[config.mk]
export PLATFORM = sky130hd
export DESIGN_NAME = crossyroad_lane_engine_flat
export DESIGN_NICKNAME = d
export VERILOG_FILES = /design/src/rtl/crossyroad_lane_engine_if.sv /design/src/rtl/crossyroad_lane_engine.sv /design/src/flat_wrapper.sv
export SDC_FILE = /design/constraint.sdc
export NUM_CORES = 1
export LEC_CHECK = 0
export CELL_PAD_IN_SITES_DETAIL_PLACEMENT = 1
export CELL_PAD_IN_SITES_GLOBAL_PLACEMENT = 1
export CORE_ASPECT_RATIO = 1.4
export CORE_MARGIN = 2
export CORE_UTILIZATION = 30
export CTS_CLUSTER_SIZE = 25
export DETAILED_ROUTE_END_ITERATION = 16
export PLACE_DENSITY = 0.61
export SLEW_MARGIN = 20
export SYNTH_ARGS = -nofsm -noshare
export SYNTH_HDL_FRONTEND = slang
export SYNTH_SLANG_ARGS = --single-unit
[constraint.sdc]
create_clock -name clk -period 4.4 [get_ports clk]
set_input_delay 0.88 -clock clk [delete_from_list [all_inputs] [get_ports clk]]
set_output_delay 0.88 -clock clk [all_outputs]
set_load 0.01 [all_outputs]
[src/rtl/crossyroad_lane_engine_if.sv]
// Signal bundle between the VGA timing/input side and the Crossy Road lane engine.
// The master drives button, frame and pixel information; the slave returns game state and colour.
interface crossyroad_lane_engine_if;
   logic       move_btn;
   logic       frame_tick;
   logic       video_on;
   logic [9:0] pixel_x;
   logic [9:0] pixel_y;
   logic [7:0] score;
   logic [1:0] state;
   logic [1:0] lives;
   logic [2:0] rgb;

   modport master (
      output move_btn, frame_tick, video_on, pixel_x, pixel_y,
      input  score, state, lives, rgb
   );

   modport slave (
      input  move_btn, frame_tick, video_on, pixel_x, pixel_y,
      output score, state, lives, rgb
   );
endinterface

[src/rtl/crossyroad_lane_engine.sv]
// N-lane obstacle engine and IDLE/PLAY/HIT game core for VGA Crossy Road.
// Optional feature: define CROSSY_LIVES_EN for three lives with resume-after-hit.
module crossyroad_lane_engine #(
   parameter int NUM_LANES     = 4,
   parameter int LANE_SPACING  = 120,
   parameter int LANE_X_OFFSET = 160,
   parameter int SCREEN_W      = 640,
   parameter int SCREEN_H      = 480,
   parameter int OB_W          = 50,
   parameter int OB_H          = 30,
   parameter int CHICKEN_X     = 310,
   parameter int CHICKEN_Y     = 400,
   parameter int CHICKEN_W     = 30,
   parameter int CHICKEN_H     = 40,
   parameter int SCROLL_STEP   = 10,
   parameter int HIT_FRAMES    = 60
) (
   input logic                    clk,
   input logic                    reset,
   crossyroad_lane_engine_if.slave bus
);

   typedef enum logic [1:0] {ST_IDLE = 2'd0, ST_PLAY = 2'd1, ST_HIT = 2'd2} state_t;

   // Counter must hold HIT_FRAMES-1 and always have a bit 3 for the blink.
   localparam int HC_W = ($clog2(HIT_FRAMES) > 4) ? $clog2(HIT_FRAMES) : 4;

   state_t            state_q, state_next;
   logic [2:0]        btn_q;
   logic              press;
   logic [7:0]        score_q;
   logic [HC_W-1:0]   hit_cnt;
   logic              coll_flag;
   logic [2:0]        rgb_q;
   logic [9:0]        lane_x [NUM_LANES];
   logic [9:0]        lane_y [NUM_LANES];
   logic [NUM_LANES-1:0] ob_hit;
   logic              ob_any, chick;
   logic [10:0]       px, py;
   logic [2:0]        spd;
   logic              restore, load_hit, dec_hit, play_press, play_tick;
`ifdef CROSSY_LIVES_EN
   logic [1:0]        lives_q;
   logic              lose_life;
`endif

   function automatic logic [9:0] init_x(input int i);
      return 10'((i * LANE_X_OFFSET) % SCREEN_W);
   endfunction

   function automatic logic [9:0] init_y(input int i);
      return 10'((i * LANE_SPACING) % SCREEN_H);
   endfunction

   function automatic logic [9:0] scroll_y(input logic [9:0] y);
      logic [10:0] s;
      s = {1'b0, y} + 11'(SCROLL_STEP);
      if (s >= 11'(SCREEN_H)) s = s - 11'(SCREEN_H);
      return s[9:0];
   endfunction

   function automatic logic [9:0] move_x(input logic [9:0] x, input logic odd, input logic [2:0] v);
      logic [10:0] s;
      if (!odd) begin
         s = {1'b0, x} + {8'd0, v};
         if (s >= 11'(SCREEN_W)) s = s - 11'(SCREEN_W);
      end else if ({1'b0, x} < {8'd0, v}) begin
         s = {1'b0, x} + 11'(SCREEN_W) - {8'd0, v};
      end else begin
         s = {1'b0, x} - {8'd0, v};
      end
      return s[9:0];
   endfunction

   // btn_q[1:0] synchronise the raw button, btn_q[2] is the previous synchronised level.
   assign press = btn_q[1] & ~btn_q[2];
   assign spd   = 3'd1 + {1'b0, score_q[7:6]};
   assign px    = {1'b0, bus.pixel_x};
   assign py    = {1'b0, bus.pixel_y};

   // Obstacles are clipped at the screen edge: spans are compared with 11-bit sums, never wrapped.
   always_comb begin
      ob_hit = '0;
      for (int i = 0; i < NUM_LANES; i++) begin
         ob_hit[i] = (px >= {1'b0, lane_x[i]}) && (px < {1'b0, lane_x[i]} + 11'(OB_W)) &&
                     (py >= {1'b0, lane_y[i]}) && (py < {1'b0, lane_y[i]} + 11'(OB_H));
      end
   end

   assign ob_any = |ob_hit;
   assign chick  = (px >= 11'(CHICKEN_X)) && (px < 11'(CHICKEN_X + CHICKEN_W)) &&
                   (py >= 11'(CHICKEN_Y)) && (py < 11'(CHICKEN_Y + CHICKEN_H));

   // NOTE: every output of a combinational block gets a default first so no latch is inferred.
   always_comb begin
      state_next = state_q;
      restore    = 1'b0;
      load_hit   = 1'b0;
      dec_hit    = 1'b0;
      play_press = 1'b0;
      play_tick  = 1'b0;
`ifdef CROSSY_LIVES_EN
      lose_life  = 1'b0;
`endif
      case (state_q)
         ST_IDLE: if (press) state_next = ST_PLAY;
         ST_PLAY: begin
            play_press = press;
            play_tick  = bus.frame_tick;
            if (bus.frame_tick && coll_flag) begin
               state_next = ST_HIT;
               load_hit   = 1'b1;
            end
         end
         ST_HIT: begin
            if (bus.frame_tick) begin
               if (hit_cnt == '0) begin
`ifdef CROSSY_LIVES_EN
                  lose_life = 1'b1;
                  if (lives_q == 2'd1) begin
                     state_next = ST_IDLE;
                     restore    = 1'b1;
                  end else begin
                     state_next = ST_PLAY;
                  end
`else
                  state_next = ST_IDLE;
                  restore    = 1'b1;
`endif
               end else begin
                  dec_hit = 1'b1;
               end
            end
         end
         default: state_next = ST_IDLE;
      endcase
   end

   // NOTE: sequential state uses non-blocking assignments so every register samples pre-edge values.
   // NOTE: lane arrays are small register files, so they are reset explicitly rather than left as RAM.
   always_ff @(posedge clk or posedge reset) begin
      if (reset) begin
         state_q   <= ST_IDLE;
         btn_q     <= '0;
         score_q   <= '0;
         hit_cnt   <= '0;
         coll_flag <= 1'b0;
         rgb_q     <= '0;
         for (int i = 0; i < NUM_LANES; i++) begin
            lane_x[i] <= init_x(i);
            lane_y[i] <= init_y(i);
         end
      end else begin
         state_q <= state_next;
         btn_q   <= {btn_q[1:0], bus.move_btn};

         if (bus.frame_tick || restore) coll_flag <= 1'b0;
         else if (state_q == ST_PLAY && bus.video_on && ob_any && chick) coll_flag <= 1'b1;

         if (load_hit)     hit_cnt <= HC_W'(HIT_FRAMES - 1);
         else if (dec_hit) hit_cnt <= hit_cnt - 1'b1;
         else if (restore) hit_cnt <= '0;

         if (restore) score_q <= '0;
         else if (play_press && score_q != 8'hFF) score_q <= score_q + 8'd1;

         for (int i = 0; i < NUM_LANES; i++) begin
            if (restore) begin
               lane_x[i] <= init_x(i);
               lane_y[i] <= init_y(i);
            end else begin
               if (play_press) lane_y[i] <= scroll_y(lane_y[i]);
               if (play_tick)  lane_x[i] <= move_x(lane_x[i], (i % 2) == 1, spd);
            end
         end

         if (!bus.video_on)                           rgb_q <= 3'b000;
         else if (ob_any && chick)                    rgb_q <= 3'b011;
         else if (chick && state_q == ST_HIT && hit_cnt[3]) rgb_q <= 3'b000;
         else if (ob_any)                             rgb_q <= 3'b100;
         else if (chick)                              rgb_q <= 3'b010;
         else                                         rgb_q <= 3'b001;
      end
   end

`ifdef CROSSY_LIVES_EN
   always_ff @(posedge clk or posedge reset) begin
      if (reset)          lives_q <= 2'd3;
      else if (restore)   lives_q <= 2'd3;
      else if (lose_life) lives_q <= lives_q - 2'd1;
   end
   assign bus.lives = lives_q;
`else
   assign bus.lives = 2'd1;
`endif

   assign bus.score = score_q;
   assign bus.state = state_q;
   assign bus.rgb   = rgb_q;

endmodule
[src/flat_wrapper.sv]
// flat-port wrapper written by rule: the top's interface ports become plain ports
module crossyroad_lane_engine_flat 
#(
   parameter int NUM_LANES     = 4,
   parameter int LANE_SPACING  = 120,
   parameter int LANE_X_OFFSET = 160,
   parameter int SCREEN_W      = 640,
   parameter int SCREEN_H      = 480,
   parameter int OB_W          = 50,
   parameter int OB_H          = 30,
   parameter int CHICKEN_X     = 310,
   parameter int CHICKEN_Y     = 400,
   parameter int CHICKEN_W     = 30,
   parameter int CHICKEN_H     = 40,
   parameter int SCROLL_STEP   = 10,
   parameter int HIT_FRAMES    = 60
)
  (clk, reset, bus_move_btn, bus_frame_tick, bus_video_on, bus_pixel_x, bus_pixel_y, bus_score, bus_state, bus_lives, bus_rgb);
  crossyroad_lane_engine_if bus_i ();
  input logic clk;
  input logic reset;
  input wire logic [$bits(bus_i.move_btn)-1:0] bus_move_btn;
  input wire logic [$bits(bus_i.frame_tick)-1:0] bus_frame_tick;
  input wire logic [$bits(bus_i.video_on)-1:0] bus_video_on;
  input wire logic [$bits(bus_i.pixel_x)-1:0] bus_pixel_x;
  input wire logic [$bits(bus_i.pixel_y)-1:0] bus_pixel_y;
  output wire logic [$bits(bus_i.score)-1:0] bus_score;
  output wire logic [$bits(bus_i.state)-1:0] bus_state;
  output wire logic [$bits(bus_i.lives)-1:0] bus_lives;
  output wire logic [$bits(bus_i.rgb)-1:0] bus_rgb;
  assign bus_i.move_btn = bus_move_btn;
  assign bus_i.frame_tick = bus_frame_tick;
  assign bus_i.video_on = bus_video_on;
  assign bus_i.pixel_x = bus_pixel_x;
  assign bus_i.pixel_y = bus_pixel_y;
  assign bus_score = bus_i.score;
  assign bus_state = bus_i.state;
  assign bus_lives = bus_i.lives;
  assign bus_rgb = bus_i.rgb;
  crossyroad_lane_engine #(.NUM_LANES(NUM_LANES), .LANE_SPACING(LANE_SPACING), .LANE_X_OFFSET(LANE_X_OFFSET), .SCREEN_W(SCREEN_W), .SCREEN_H(SCREEN_H), .OB_W(OB_W), .OB_H(OB_H), .CHICKEN_X(CHICKEN_X), .CHICKEN_Y(CHICKEN_Y), .CHICKEN_W(CHICKEN_W), .CHICKEN_H(CHICKEN_H), .SCROLL_STEP(SCROLL_STEP), .HIT_FRAMES(HIT_FRAMES)) u_core (.clk(clk), .reset(reset), .bus(bus_i));
endmodule
==> results of run 1 <==
sequential cells by signal, summed over array words and instances, names as in the netlist:
name,flops
u_core.lane_x,40
u_core.lane_y,36
u_core.bus.score,8
u_core.hit_cnt,6
u_core.btn_q,3
u_core.bus.rgb,3
u_core.bus.state,2
u_core.coll_flag,1
cells by family (layout without fill, tap and decap cells):
group,after synthesis,after routing
xor+xnor,107,107
other cells,2,2
compound gates,378,378
buf+inv,178,211
flops,99,99
simple gates,407,407
mux,21,21
fa+ha+maj,228,228
cell usage after synthesis, types with 9 or more instances:
cell type / n / area (um^2)
a211oi_1: 16 / 120
a21o_1: 23 / 173
a21oi_1: 76 / 380
a31oi_1: 23 / 144
and2_1: 10 / 62.6
and3_1: 12 / 75.1
buf_2: 15 / 75.1
clkbuf_1: 26 / 97.6
dfrtp_1: 79 / 1980
dfstp_2: 20 / 526
ha_1: 220 / 2750
inv_1: 123 / 462
mux2i_1: 18 / 180
nand2_1: 107 / 402
nand2b_1: 21 / 131
nand3_1: 45 / 225
nand4_1: 23 / 144
nor2_1: 87 / 327
nor2b_1: 10 / 62.6
nor3_1: 41 / 205
nor4_1: 9 / 56.3
o211ai_1: 15 / 113
o21a_1: 12 / 90.1
o21ai_0: 67 / 335
o21ai_1: 25 / 125
o22ai_1: 17 / 106
o31ai_1: 12 / 90.1
or3_1: 9 / 56.3
xnor2_1: 88 / 771
xor2_1: 19 / 166
power by group through the flow:
stage / combinational (uW) / clock (uW) / sequential [uW]
after global placement: 4960 / 0 / 1810
after global routing: 5870 / 903 / 1880
final: 5150 / 839 / 1810
after detailed placement: 5170 / 0 / 1830
after CTS: 5210 / 875 / 1810
after floorplan: 4160 / 0 / 1490
stage by stage:
step                      std cells  worst slack, ns  cell area (um^2)  hold slack [ns]
after floorplan                1420            0.963             11900            0.331
after global placement         1965            0.261             12900            0.351
after detailed placement       1965            0.229             12900            0.346
after CTS                      1981            0.613             13200            0.368
after global routing           1981            0.409             13200            0.370
final                          1981            0.629             13200            0.360
metal layers:
layer  wire length (um)  share of wire (%)  vias to the layer above  track usage [%]
met5                  0                  0                        -                0
met4                908                2.4                        0             6.14
met2              20500                 54                       92             36.6
met1              16000                 42                     5351             21.2
li1                   -                  -                     5202                -
met3                547                1.4                       51             1.88
cell type report:
| type | count | area [um^2] |
|---|---|---|
| sequential | 99 | 2500 |
| clock buffer | 10 | 229 |
| tap | 528 | 661 |
| inverter | 126 | 475 |
| clock inverter | 6 | 46.3 |
| multi-input combinational | 1143 | 8660 |
| fill | 4717 | 26000 |
| timing repair buffer | 69 | 621 |
worst paths after layout:
kind,end,cells past startpoint
worst max-delay path,u_core.bus.rgb[0],11
worst min-delay path,u_core.btn_q[1],0
worst max register to register,u_core.bus.rgb[0],14
worst min register to register,u_core.btn_q[1],0
max in group asynchronous,u_core.bus.score[0],3
min in group asynchronous,u_core.lane_y[7],2
==> results_tabular.tex, run 1 <==
\begin{tabular}{lr}
\hline
Metric & Value \\
\hline
\multicolumn{2}{l}{\textbf{Outcome}} \\
Outcome & finished, final reports clean \\
\multicolumn{2}{l}{\textbf{Setup path}} \\
Highest fanout seen on the critical path & 5 \\
Worst path cell trace & clkdlybuf4s50\_1 -> buf\_4 -> ha\_1 -> o21a\_1 -> o21ai\_0 -> a21oi\_1 -> a2111oi\_0 -> buf\_4 -> nor4\_1 -> nor4\_2 -> mux2i\_1 \\
Critical path's largest stage delay & between 0.6 and 0.7 ns \\
Launching element of the worst setup path & bus\_pixel\_y[1] \\
Category of the worst setup path capture point & flop \\
Slowest CP cell & clkdlybuf4s50\_1 \\
Worst path top cell family by delay & buffers and inverters \\
Type of the worst setup path & in -> reg \\
Most used cell along the critical path & buf\_4 \\
Arrival @ worst endpoint & 4.07 ns \\
Number of buffers and inverters on the critical path & 3 \\
Reg-to-Reg Start & u\_core.lane\_x[11] \\
Crit path required time & 4.70 ns \\
Setup crit start kind & input pin \\
Worst reg-to-reg setup slack & 0.69 ns \\
\multicolumn{2}{l}{\textbf{Power and ir drop}} \\
Logic gate share of total power & 66.1\% \\
Clock power frac & approximately 11\% \\
Static power due to leakage & between 0.005 and 0.006 uW \\
Net switching component of the power & 3930 uW \\
VDD IR-drop max & about 0.23 mV \\
Net switching share of the total power & 50.4\% \\
Pint & slightly below 4000 uW \\
Total power draw & 7800 uW \\
Power per cell area & around 590 mW/mm\^{}2 \\
Part of the total power dissipated in sequential elements & 23.2\% \\
\multicolumn{2}{l}{\textbf{Clock tree}} \\
Clock-pin slew on the worst setup and hold paths & about 0.080 ns \\
Deepest level of the CTS H-tree & 3 \\
Insertion delay to the later sink of the worst-skew pair & 0.39 ns \\
Setup repair bufs after CTS & 0 \\
Maximum buffer depth of the clock tree & 2 \\
Number of hold buffers added after cts & 0 \\
CTS root buf & clkbuf\_16 \\
Total number of clock tree sinks & 99 \\
Clock tree from TritonCTS & built \\
CTS Buf Count & 9 \\
Post-CTS sizing & 0 \\
\multicolumn{2}{l}{\textbf{Synthesis}} \\
Post-synthesis instance area & about 0.012 mm\^{}2 \\
Mux share of post-synthesis cell area & approximately 1.8\% \\
Gate Count Post-Synth & roughly 1,400 \\
Share of async-settable or async-resettable flops after synthesis & between 90\% and 100\% \\
Parity-gate share of the synthesized area counting xor and xnor cells & a little under 8\% \\
Mapped Nets & around 1,700 \\
Main combinational cell family by area after synthesis & adder cells \\
Count of flip-flops with a built-in enable after synthesis & 0 \\
Synthesized flop and latch total & just under 100 \\
Post-synthesis average cell area & $\sim$8.4 um\^{}2 \\
Simple-gate share of the synthesized area & between 15 and 20\% \\
Area fraction in compound gates after synthesis & 21.4\% \\
Synth cell types & between 90 and 100 \\
Count of yosys warnings during synthesis & 0 \\
Most used flip-flop cell after synthesis & dfrtp\_1 \\
Adder and majority cell fraction of the synthesized area & roughly a quarter \\
Share of synthesized area occupied by flip-flops and latches & a little over a fifth \\
\multicolumn{2}{l}{\textbf{Route}} \\
Count of nets left with antenna violations after detail routing & 0 \\
First-pass iteration count of the detailed router & 4 \\
Average wire per standard cell & 19.1 um \\
Drc violations & 0 \\
Total detailed-routing wirelength & between 30,000 and 40,000 um \\
Violation count after the first detailed-route iteration & just under 400 \\
Mean number of vias per cell & about 5.4 \\
Via count & $\sim$11,000 \\
\multicolumn{2}{l}{\textbf{STA}} \\
Final-layout setup total negative slack & 0 ns \\
Portion of the clock cycle consumed by the worst path in the final layout & a little under nine tenths \\
Final worst clock skew & 0.0138 ns \\
Final critical path time including I/O delays and setup & roughly 3.8 ns \\
RSZ-0062 raised after global routing & no \\
Number of pins with negative max-slew slack in the final report & 0 \\
Max Freq & roughly 270 MHz \\
Endpoints failing setup & 0 \\
Final-report hold violation count & 0 \\
Relative max-transition margin & 48.6\% \\
Transition at the pin with the smallest max-transition slack & between 0.7 and 0.8 ns \\
\multicolumn{2}{l}{\textbf{Place}} \\
Hpwl dp & 29,400 um \\
Count of input and output buffers & 36 \\
Global placer's final weighted congestion & 0.826 \\
\multicolumn{2}{l}{\textbf{Finish}} \\
Net count reported at finish & 1,701 \\
Commonest cells after routing, fill and taps aside & ha\_1, inv\_1, nand2\_1 \\
Number of antenna repair diodes & 0 \\
Area Overhead vs Synth & 11.1\% \\
Commonest non-fill, non-tap cell in the layout & ha\_1 \\
Ratio of cells with drive above 1 in the final layout & 7.02\% \\
Post-Route Utilization & 33.7\% \\
\multicolumn{2}{l}{\textbf{Global route}} \\
Number of antenna violations at the first check in global routing & 0 \\
Via count of the first global-routing pass & around 11,000 \\
Total global routing overflow & 0 \\
Maximum number of pins on one net before global-route repair & between 40 and 50 \\
Global router's overall resource usage & about a fifth \\
First-pass GRT wire length & about 60,000 um \\
\multicolumn{2}{l}{\textbf{Die}} \\
Number of top-level pins & 40 \\
Floorplan die height & 239 um \\
Initial core utilization & just over 30\% \\
Total die area & between 0.04 and 0.05 mm\^{}2 \\
Core Box Area & 0.0392 mm\^{}2 \\
Number of standard-cell rows in the floorplan & 86 \\
Die width & 172 um \\
\multicolumn{2}{l}{\textbf{Hold path}} \\
Worst min-delay path class & reg -> reg \\
Min-Delay Startpoint & u\_core.btn\_q[0] \\
\multicolumn{2}{l}{\textbf{Run}} \\
Max-cap check violation count & 0 \\
\hline
\end{tabular}
Power figures use the tool's default switching activity.
==> run 2, diff against run 1 <==
--- a/config.mk
+++ b/config.mk
@@ -9,10 +9,10 @@
 export CELL_PAD_IN_SITES_GLOBAL_PLACEMENT = 1
 export CORE_ASPECT_RATIO = 1.4
 export CORE_MARGIN = 2
-export CORE_UTILIZATION = 30
+export CORE_UTILIZATION = 49
 export CTS_CLUSTER_SIZE = 25
 export DETAILED_ROUTE_END_ITERATION = 16
-export PLACE_DENSITY = 0.61
+export PLACE_DENSITY = 0.89
 export SLEW_MARGIN = 20
 export SYNTH_ARGS = -nofsm -noshare
 export SYNTH_HDL_FRONTEND = slang
==> constraint.sdc (replaced) <==
create_clock -name clk -period 4.2 [get_ports clk]
set_input_delay 0.84 -clock clk [delete_from_list [all_inputs] [get_ports clk]]
set_output_delay 0.84 -clock clk [all_outputs]
set_load 0.01 [all_outputs]
==> results_tabular.tex, run 2 (synthesized netlist as in run 1, its figures left out) <==
\begin{tabular}{lr}
\hline
Metric & Value \\
\hline
\multicolumn{2}{l}{\textbf{Outcome}} \\
Outcome & finished, final reports clean \\
\multicolumn{2}{l}{\textbf{Place}} \\
Hpwl dp & 28,600 um (-3.0\%) \\
Count of input and output buffers & 36 (unchanged) \\
Worst slack at placement & 0.162 ns (-0.0671 ns) \\
Instance area at placement & 0.0126 mm\^{}2 (-2.2\%) \\
Global placer's final weighted congestion & 0.872 (+5.6\%) \\
\multicolumn{2}{l}{\textbf{Clock tree}} \\
Deepest level of the CTS H-tree & 3 (unchanged) \\
Post-CTS sizing & 0 (unchanged) \\
Clock tree from TritonCTS & built \\
Total number of clock tree sinks & 99 (unchanged) \\
Insertion delay to the later sink of the worst-skew pair & 0.38 ns (about the same) \\
Clock-pin slew on the worst setup and hold paths & 0.07 ns (about the same) \\
Number of hold buffers added after cts & 0 (unchanged) \\
Setup repair bufs after CTS & 0 (unchanged) \\
CTS Buf Count & 9 (unchanged) \\
Maximum buffer depth of the clock tree & 2 (unchanged) \\
CTS root buf & clkbuf\_16 \\
\multicolumn{2}{l}{\textbf{Route}} \\
Drc violations & 0 (unchanged) \\
Count of nets left with antenna violations after detail routing & 0 (unchanged) \\
Average wire per standard cell & 21.0 um (+9.8\%) \\
First-pass iteration count of the detailed router & 5 (+1) \\
Violation count after the first detailed-route iteration & 488 (+25\%) \\
Mean number of vias per cell & 6.32 (+17\%) \\
Via count & 11,149 (+4.2\%) \\
Total detailed-routing wirelength & 37,100 um (-2.3\%) \\
\multicolumn{2}{l}{\textbf{Power and ir drop}} \\
Power per cell area & 649 mW/mm\^{}2 (+9.7\%) \\
Static power due to leakage & 0.00577 uW (+0.32\%) \\
Net switching share of the total power & 49.8\% (-0.56 points) \\
Net switching component of the power & 4190 uW (+6.5\%) \\
Clock power frac & 11.5\% (+0.7 points) \\
VDD IR-drop max & 0.317 mV (+41\%) \\
Part of the total power dissipated in sequential elements & 22.4\% (-0.8 points) \\
Logic gate share of total power & 66.1\% (about the same) \\
Pint & 4220 uW (+8.9\%) \\
\multicolumn{2}{l}{\textbf{Global route}} \\
Number of antenna violations at the first check in global routing & 0 (unchanged) \\
Maximum number of pins on one net before global-route repair & 48 (+6.7\%) \\
Global routing's busiest layer & met2 \\
Via count of the first global-routing pass & 12,288 (+7.3\%) \\
First-pass GRT wire length & 60,600 um (-0.35\%) \\
Met1 Track Usage GR & 30.3\% (+9.2 points) \\
Global router's overall resource usage & 29.6\% (+11 points) \\
Total global routing overflow & 0 (unchanged) \\
Met2 GRT Util & 56.9\% (+20 points) \\
Met3 track utilization from global routing & 4.20\% (+2.3 points) \\
\multicolumn{2}{l}{\textbf{STA}} \\
Relative max-transition margin & 51.7\% (+3.1 points) \\
Max Freq & 268 MHz \\
Final-report hold violation count & 0 (unchanged) \\
Transition at the pin with the smallest max-transition slack & 0.721 ns (-0.0428 ns) \\
Final worst-path setup slack & 0.463 ns (-0.166 ns) \\
Portion of the clock cycle consumed by the worst path in the final layout & between 80\% and 90\% \\
Final critical path time including I/O delays and setup & approximately 3.7 ns \\
Number of pins with negative max-slew slack in the final report & 0 (unchanged) \\
RSZ-0062 raised after global routing & no \\
Final worst clock skew & 0.0103 ns (-0.00348 ns) \\
Final-layout setup total negative slack & 0 ns (unchanged) \\
Endpoints failing setup & 0 (unchanged) \\
\multicolumn{2}{l}{\textbf{Die}} \\
Die width & 136 um (-21\%) \\
Floorplan die height & 188 um (-21\%) \\
Initial core utilization & 49.7\% (+19 points) \\
Number of top-level pins & 40 (unchanged) \\
Number of standard-cell rows in the floorplan & 67 (-22\%) \\
Total die area & 0.0255 mm\^{}2 (-38\%) \\
Core Box Area & 0.0239 mm\^{}2 (-39\%) \\
\multicolumn{2}{l}{\textbf{Setup path}} \\
Slowest CP cell & a2111oi\_0 \\
Highest fanout seen on the critical path & 9 (+4) \\
Category of the worst setup path capture point & flop \\
Reg-to-Reg Start & u\_core.lane\_y[11] \\
Crit path required time & 4.45 ns (-0.25 ns) \\
Critical path's largest stage delay & 0.59 ns (-0.05 ns) \\
Capturing point of the worst reg2reg path & u\_core.coll\_flag \\
Worst path cell trace & inv\_1 -> ha\_1 -> and3\_1 -> nor3\_1 -> xnor2\_1 -> ha\_1 -> o21a\_1 -> o21ai\_0 -> nand2b\_1 -> and3\_1 -> a2111oi\_0 -> nor4\_2 -> buf\_4 -> o41ai\_1 \\
Arrival @ worst endpoint & 3.99 ns (-0.08 ns) \\
Setup crit start kind & flop \\
Worst reg-to-reg setup slack & 0.46 ns (-0.23 ns) \\
Worst r2r path cells & 14 (unchanged) \\
Type of the worst setup path & reg -> reg \\
\multicolumn{2}{l}{\textbf{Finish}} \\
Post-route cell area & 0.0130 mm\^{}2 (-1.8\%) \\
Net count reported at finish & 1,702 (+0.059\%) \\
Area Overhead vs Synth & 9.09\% \\
Largest Register & u\_core.lane\_x \\
Post-Route Utilization & 54.2\% (+21 points) \\
Commonest cells after routing, fill and taps aside & ha\_1, inv\_1, nand2\_1 \\
Commonest non-fill, non-tap cell in the layout & ha\_1 \\
Number of flip-flops in the largest register & 40 (unchanged) \\
Ratio of cells with drive above 1 in the final layout & 7.02\% (about the same) \\
Number of antenna repair diodes & 0 (unchanged) \\
\multicolumn{2}{l}{\textbf{Hold path}} \\
Min-Delay Path Depth & 0 (unchanged) \\
Worst min-delay path class & reg -> reg \\
Min-Delay Startpoint & u\_core.btn\_q[0] \\
Hold worst-path end & u\_core.btn\_q[1] \\
\multicolumn{2}{l}{\textbf{Run}} \\
Max-cap check violation count & 0 (unchanged) \\
\hline
\end{tabular}
==> run 2: worst max-delay path: cells and delay by family, from the launching register on <==
kind | cells | cell delay [ns]
compound gates | 4 | 1.27
buf+inv | 2 | 0.32
fa+ha+maj | 2 | 0.51
simple gates | 5 | 0.81
flops | 1 | 0.52
xor+xnor | 1 | 0.18
==> run 2: how the worst max path moves through the flow <==
stage | start | end | slack, ns
CTS | u_core.lane_y[11] | u_core.coll_flag | 0.42
global route | u_core.lane_y[11] | u_core.coll_flag | 0.18
floorplan | reset | u_core.btn_q[0] | 0.80
global placement | bus_pixel_y[6] | u_core.coll_flag | 0.26
detailed placement | bus_pixel_y[6] | u_core.coll_flag | 0.16
finish | u_core.lane_y[11] | u_core.coll_flag | 0.46
==> run 2: power by group through the flow <==
| stage | Sequential, uW | Combinational, uW | Clock, uW |
|---|---|---|---|
| after floorplan | 1560 | 4350 | 0 |
| after global placement | 1860 | 5070 | 0 |
| after detailed placement | 1890 | 5460 | 0 |
| after CTS | 1880 | 5550 | 978 |
| after global routing | 1950 | 6210 | 1010 |
| final | 1890 | 5560 | 963 |
==> run 2: layout make-up <==
cell class	instances	area [um^2]
Clock buffer	11	243
Clock inverter	5	77.6
Fill cell	2861	10900
Inverter	126	475
Multi-Input combinational cell	1143	8650
Sequential cell	99	2500
Tap cell	310	388
Timing Repair Buffer	70	616
==> run 2: routing by layer <==
metal / wire length (um) / part of all wire (%) / vias to the layer above
li1: - / - / 5203
met1: 14100 / 38 / 5572
met2: 20100 / 54 / 245
met3: 1130 / 3.1 / 129
met4: 1770 / 4.8 / 0
met5: 0 / 0 / -
==> run 2: per-stage QoR <==
stage,hold slack (ns),instances,power (uW)
final,0.359,1764,8400
after global routing,0.380,1764,9170
after CTS,0.365,1764,8410
after detailed placement,0.349,1748,7350
after global placement,0.334,1748,6940
after floorplan,0.331,1420,5920
==> run 3, diff against run 2 <==
--- a/config.mk
+++ b/config.mk
@@ -12,7 +12,8 @@
 export CORE_UTILIZATION = 49
 export CTS_CLUSTER_SIZE = 25
 export DETAILED_ROUTE_END_ITERATION = 16
-export PLACE_DENSITY = 0.89
+export PLACE_DENSITY_LB_ADDON = 0.2
+export REMOVE_ABC_BUFFERS = 1
 export SLEW_MARGIN = 20
 export SYNTH_ARGS = -nofsm -noshare
 export SYNTH_HDL_FRONTEND = slang
==> results_tabular.tex, run 3 (synthesized netlist as in run 1, its figures left out) <==
\begin{tabular}{lr}
\hline
Metric & Value \\
\hline
\multicolumn{2}{l}{\textbf{Clock tree}} \\
Setup repair bufs after CTS & 0 (unchanged) \\
CTS Buf Count & 9 (unchanged) \\
Maximum buffer depth of the clock tree & 2 (unchanged) \\
Clock tree from TritonCTS & built \\
Insertion delay to the later sink of the worst-skew pair & 0.37 ns (about the same) \\
CTS root buf & clkbuf\_16 \\
Clock-pin slew on the worst setup and hold paths & 0.08 ns (about the same) \\
Number of hold buffers added after cts & 0 (unchanged) \\
Total number of clock tree sinks & 99 (unchanged) \\
Post-CTS sizing & 0 (unchanged) \\
Deepest level of the CTS H-tree & 3 (unchanged) \\
\multicolumn{2}{l}{\textbf{Setup path}} \\
Worst r2r path cells & 13 (-1) \\
Worst reg-to-reg setup slack & 0.60 ns (+0.13 ns) \\
Crit path required time & 4.50 ns (+0.05 ns) \\
Arrival @ worst endpoint & 3.90 ns (-0.09 ns) \\
Setup crit start kind & flop \\
Capturing point of the worst reg2reg path & u\_core.lane\_x[18] \\
Type of the worst setup path & reg -> reg \\
Category of the worst setup path capture point & flop \\
Highest fanout seen on the critical path & 6 (-3) \\
Reg-to-Reg Start & u\_core.bus.score[6] \\
\multicolumn{2}{l}{\textbf{Finish}} \\
Area Overhead vs Synth & 8.94\% \\
Number of antenna repair diodes & 0 (unchanged) \\
Ratio of cells with drive above 1 in the final layout & 7.15\% (+0.13 points) \\
Largest Register & u\_core.lane\_x \\
Commonest non-fill, non-tap cell in the layout & ha\_1 \\
Number of flip-flops in the largest register & 40 (unchanged) \\
Commonest cells after routing, fill and taps aside & ha\_1, inv\_1, nand2\_1 \\
Net count reported at finish & 1,703 (+0.059\%) \\
Post-Route Utilization & 54.2\% (-0.073 points) \\
\multicolumn{2}{l}{\textbf{Global route}} \\
Global router's overall resource usage & 29.1\% (-0.49 points) \\
Via count of the first global-routing pass & 11,902 (-3.1\%) \\
Number of antenna violations at the first check in global routing & 0 (unchanged) \\
First-pass GRT wire length & 59,400 um (-2.0\%) \\
Maximum number of pins on one net before global-route repair & 35 (-27\%) \\
Total global routing overflow & 0 (unchanged) \\
\multicolumn{2}{l}{\textbf{Die}} \\
Total die area & 0.0255 mm\^{}2 (unchanged) \\
Number of standard-cell rows in the floorplan & 67 (unchanged) \\
Core Box Area & 0.0239 mm\^{}2 (unchanged) \\
Number of top-level pins & 40 (unchanged) \\
Floorplan die height & 188 um (unchanged) \\
Initial core utilization & 49.7\% (unchanged) \\
Die width & 136 um (unchanged) \\
\multicolumn{2}{l}{\textbf{STA}} \\
Transition at the pin with the smallest max-transition slack & 0.707 ns (-0.0148 ns) \\
Portion of the clock cycle consumed by the worst path in the final layout & 85.8\% (-3.2 points) \\
Relative max-transition margin & 52.9\% (+1.2 points) \\
Endpoints failing setup & 0 (unchanged) \\
Final worst clock skew & 0.0102 ns (-0.0000588 ns) \\
RSZ-0062 raised after global routing & no \\
Max Freq & 277 MHz (+3.7\%) \\
Number of pins with negative max-slew slack in the final report & 0 (unchanged) \\
Final critical path time including I/O delays and setup & 3.60 ns (-0.133 ns) \\
Final-layout setup total negative slack & 0 ns (unchanged) \\
Final-report hold violation count & 0 (unchanged) \\
Final worst-path setup slack & 0.596 ns (+0.133 ns) \\
\multicolumn{2}{l}{\textbf{Place}} \\
Hpwl dp & 27,900 um (-2.2\%) \\
Count of input and output buffers & 36 (unchanged) \\
Global placer's final weighted congestion & 0.907 (+4.0\%) \\
Worst slack at placement & 0.339 ns (+0.177 ns) \\
\multicolumn{2}{l}{\textbf{Route}} \\
Count of nets left with antenna violations after detail routing & 0 (unchanged) \\
Mean number of vias per cell & 6.14 (-2.8\%) \\
Met2 wire length & 19,800 um (-1.1\%) \\
Via count & 10,840 (-2.8\%) \\
First-pass iteration count of the detailed router & 4 (-1) \\
Total routed wire length on the met1 layer & 14,000 um (-0.90\%) \\
Top metal layer carrying routed signals & met4 \\
Drc violations & 0 (unchanged) \\
Average wire per standard cell & 20.4 um (-2.7\%) \\
Routed met3 length & 880 um (-22\%) \\
Violation count after the first detailed-route iteration & 387 (-21\%) \\
Total detailed-routing wirelength & 36,100 um (-2.6\%) \\
\multicolumn{2}{l}{\textbf{Hold path}} \\
Hold worst-path end & u\_core.btn\_q[1] \\
Worst min-delay path class & reg -> reg \\
Min-Delay Path Depth & 0 (unchanged) \\
Min-Delay Startpoint & u\_core.btn\_q[0] \\
\multicolumn{2}{l}{\textbf{Outcome}} \\
Outcome & finished, final reports clean \\
\multicolumn{2}{l}{\textbf{Power and ir drop}} \\
Static power due to leakage & 0.00576 uW (-0.15\%) \\
VDD IR-drop max & 0.293 mV (-7.5\%) \\
Power per cell area & 635 mW/mm\^{}2 (-2.0\%) \\
Total power draw & 8220 uW (-2.2\%) \\
\multicolumn{2}{l}{\textbf{Run}} \\
Max-cap check violation count & 0 (unchanged) \\
\hline
\end{tabular}
## run 3: worst max path at each step
stage                             start                 to  slack [ns]
global route        u_core.bus.score[6]  u_core.lane_x[18]        0.30
floorplan                         reset    u_core.btn_q[0]        0.80
global placement         bus_pixel_y[1]  u_core.bus.rgb[1]        0.34
detailed placement       bus_pixel_y[1]  u_core.bus.rgb[1]        0.34
finish              u_core.bus.score[6]  u_core.lane_x[18]        0.60
CTS                 u_core.bus.score[6]  u_core.lane_x[18]        0.62
## run 3: area by class of cell
| type | count | area [um^2] |
|---|---|---|
| sequential | 99 | 2500 |
| timing repair buffer | 71 | 623 |
| tap | 310 | 388 |
| clock buffer | 10 | 239 |
| multi-input combinational | 1143 | 8650 |
| inverter | 126 | 475 |
| clock inverter | 6 | 56.3 |
| fill | 2929 | 11000 |
## run 3: report_power, final
| part | internal (uW) | total, uW | switching (uW) |
|---|---|---|---|
| registers | 1310 | 1890 | 579 |
| logic | 2360 | 5450 | 3090 |
| clock network | 433 | 888 | 455 |
## run 3: metal layers
metal | track usage [%] | vias up
met3 | 2.91 | 88
met5 | 0 | -
li1 | - | 5203
met2 | 57.0 | 189
met4 | 12.3 | 0
met1 | 30.9 | 5360
## run 3: stage by stage
stage,hold slack [ns],instances,cell area [um^2]
3_3_place_gp,0.338,1749,12600
3_5_place_dp,0.354,1749,12600
2_1_floorplan,0.331,1368,11600
5_1_grt,0.382,1765,12900
4_1_cts,0.372,1765,12900
6_report,0.367,1765,12900
## run 3: worst max-delay path, stage by stage (launching register included)
cell,delay [ns]
dfrtp_1,0.42
ha_1,0.41
inv_1,0.25
fa_1,0.51
nor2b_1,0.17
o2111ai_1,0.16
xnor2_1,0.26
ha_1,0.27
nor3_1,0.08
nand4_1,0.10
o221ai_1,0.17
a41oi_1,0.26
mux2_1,0.35
a22oi_1,0.14
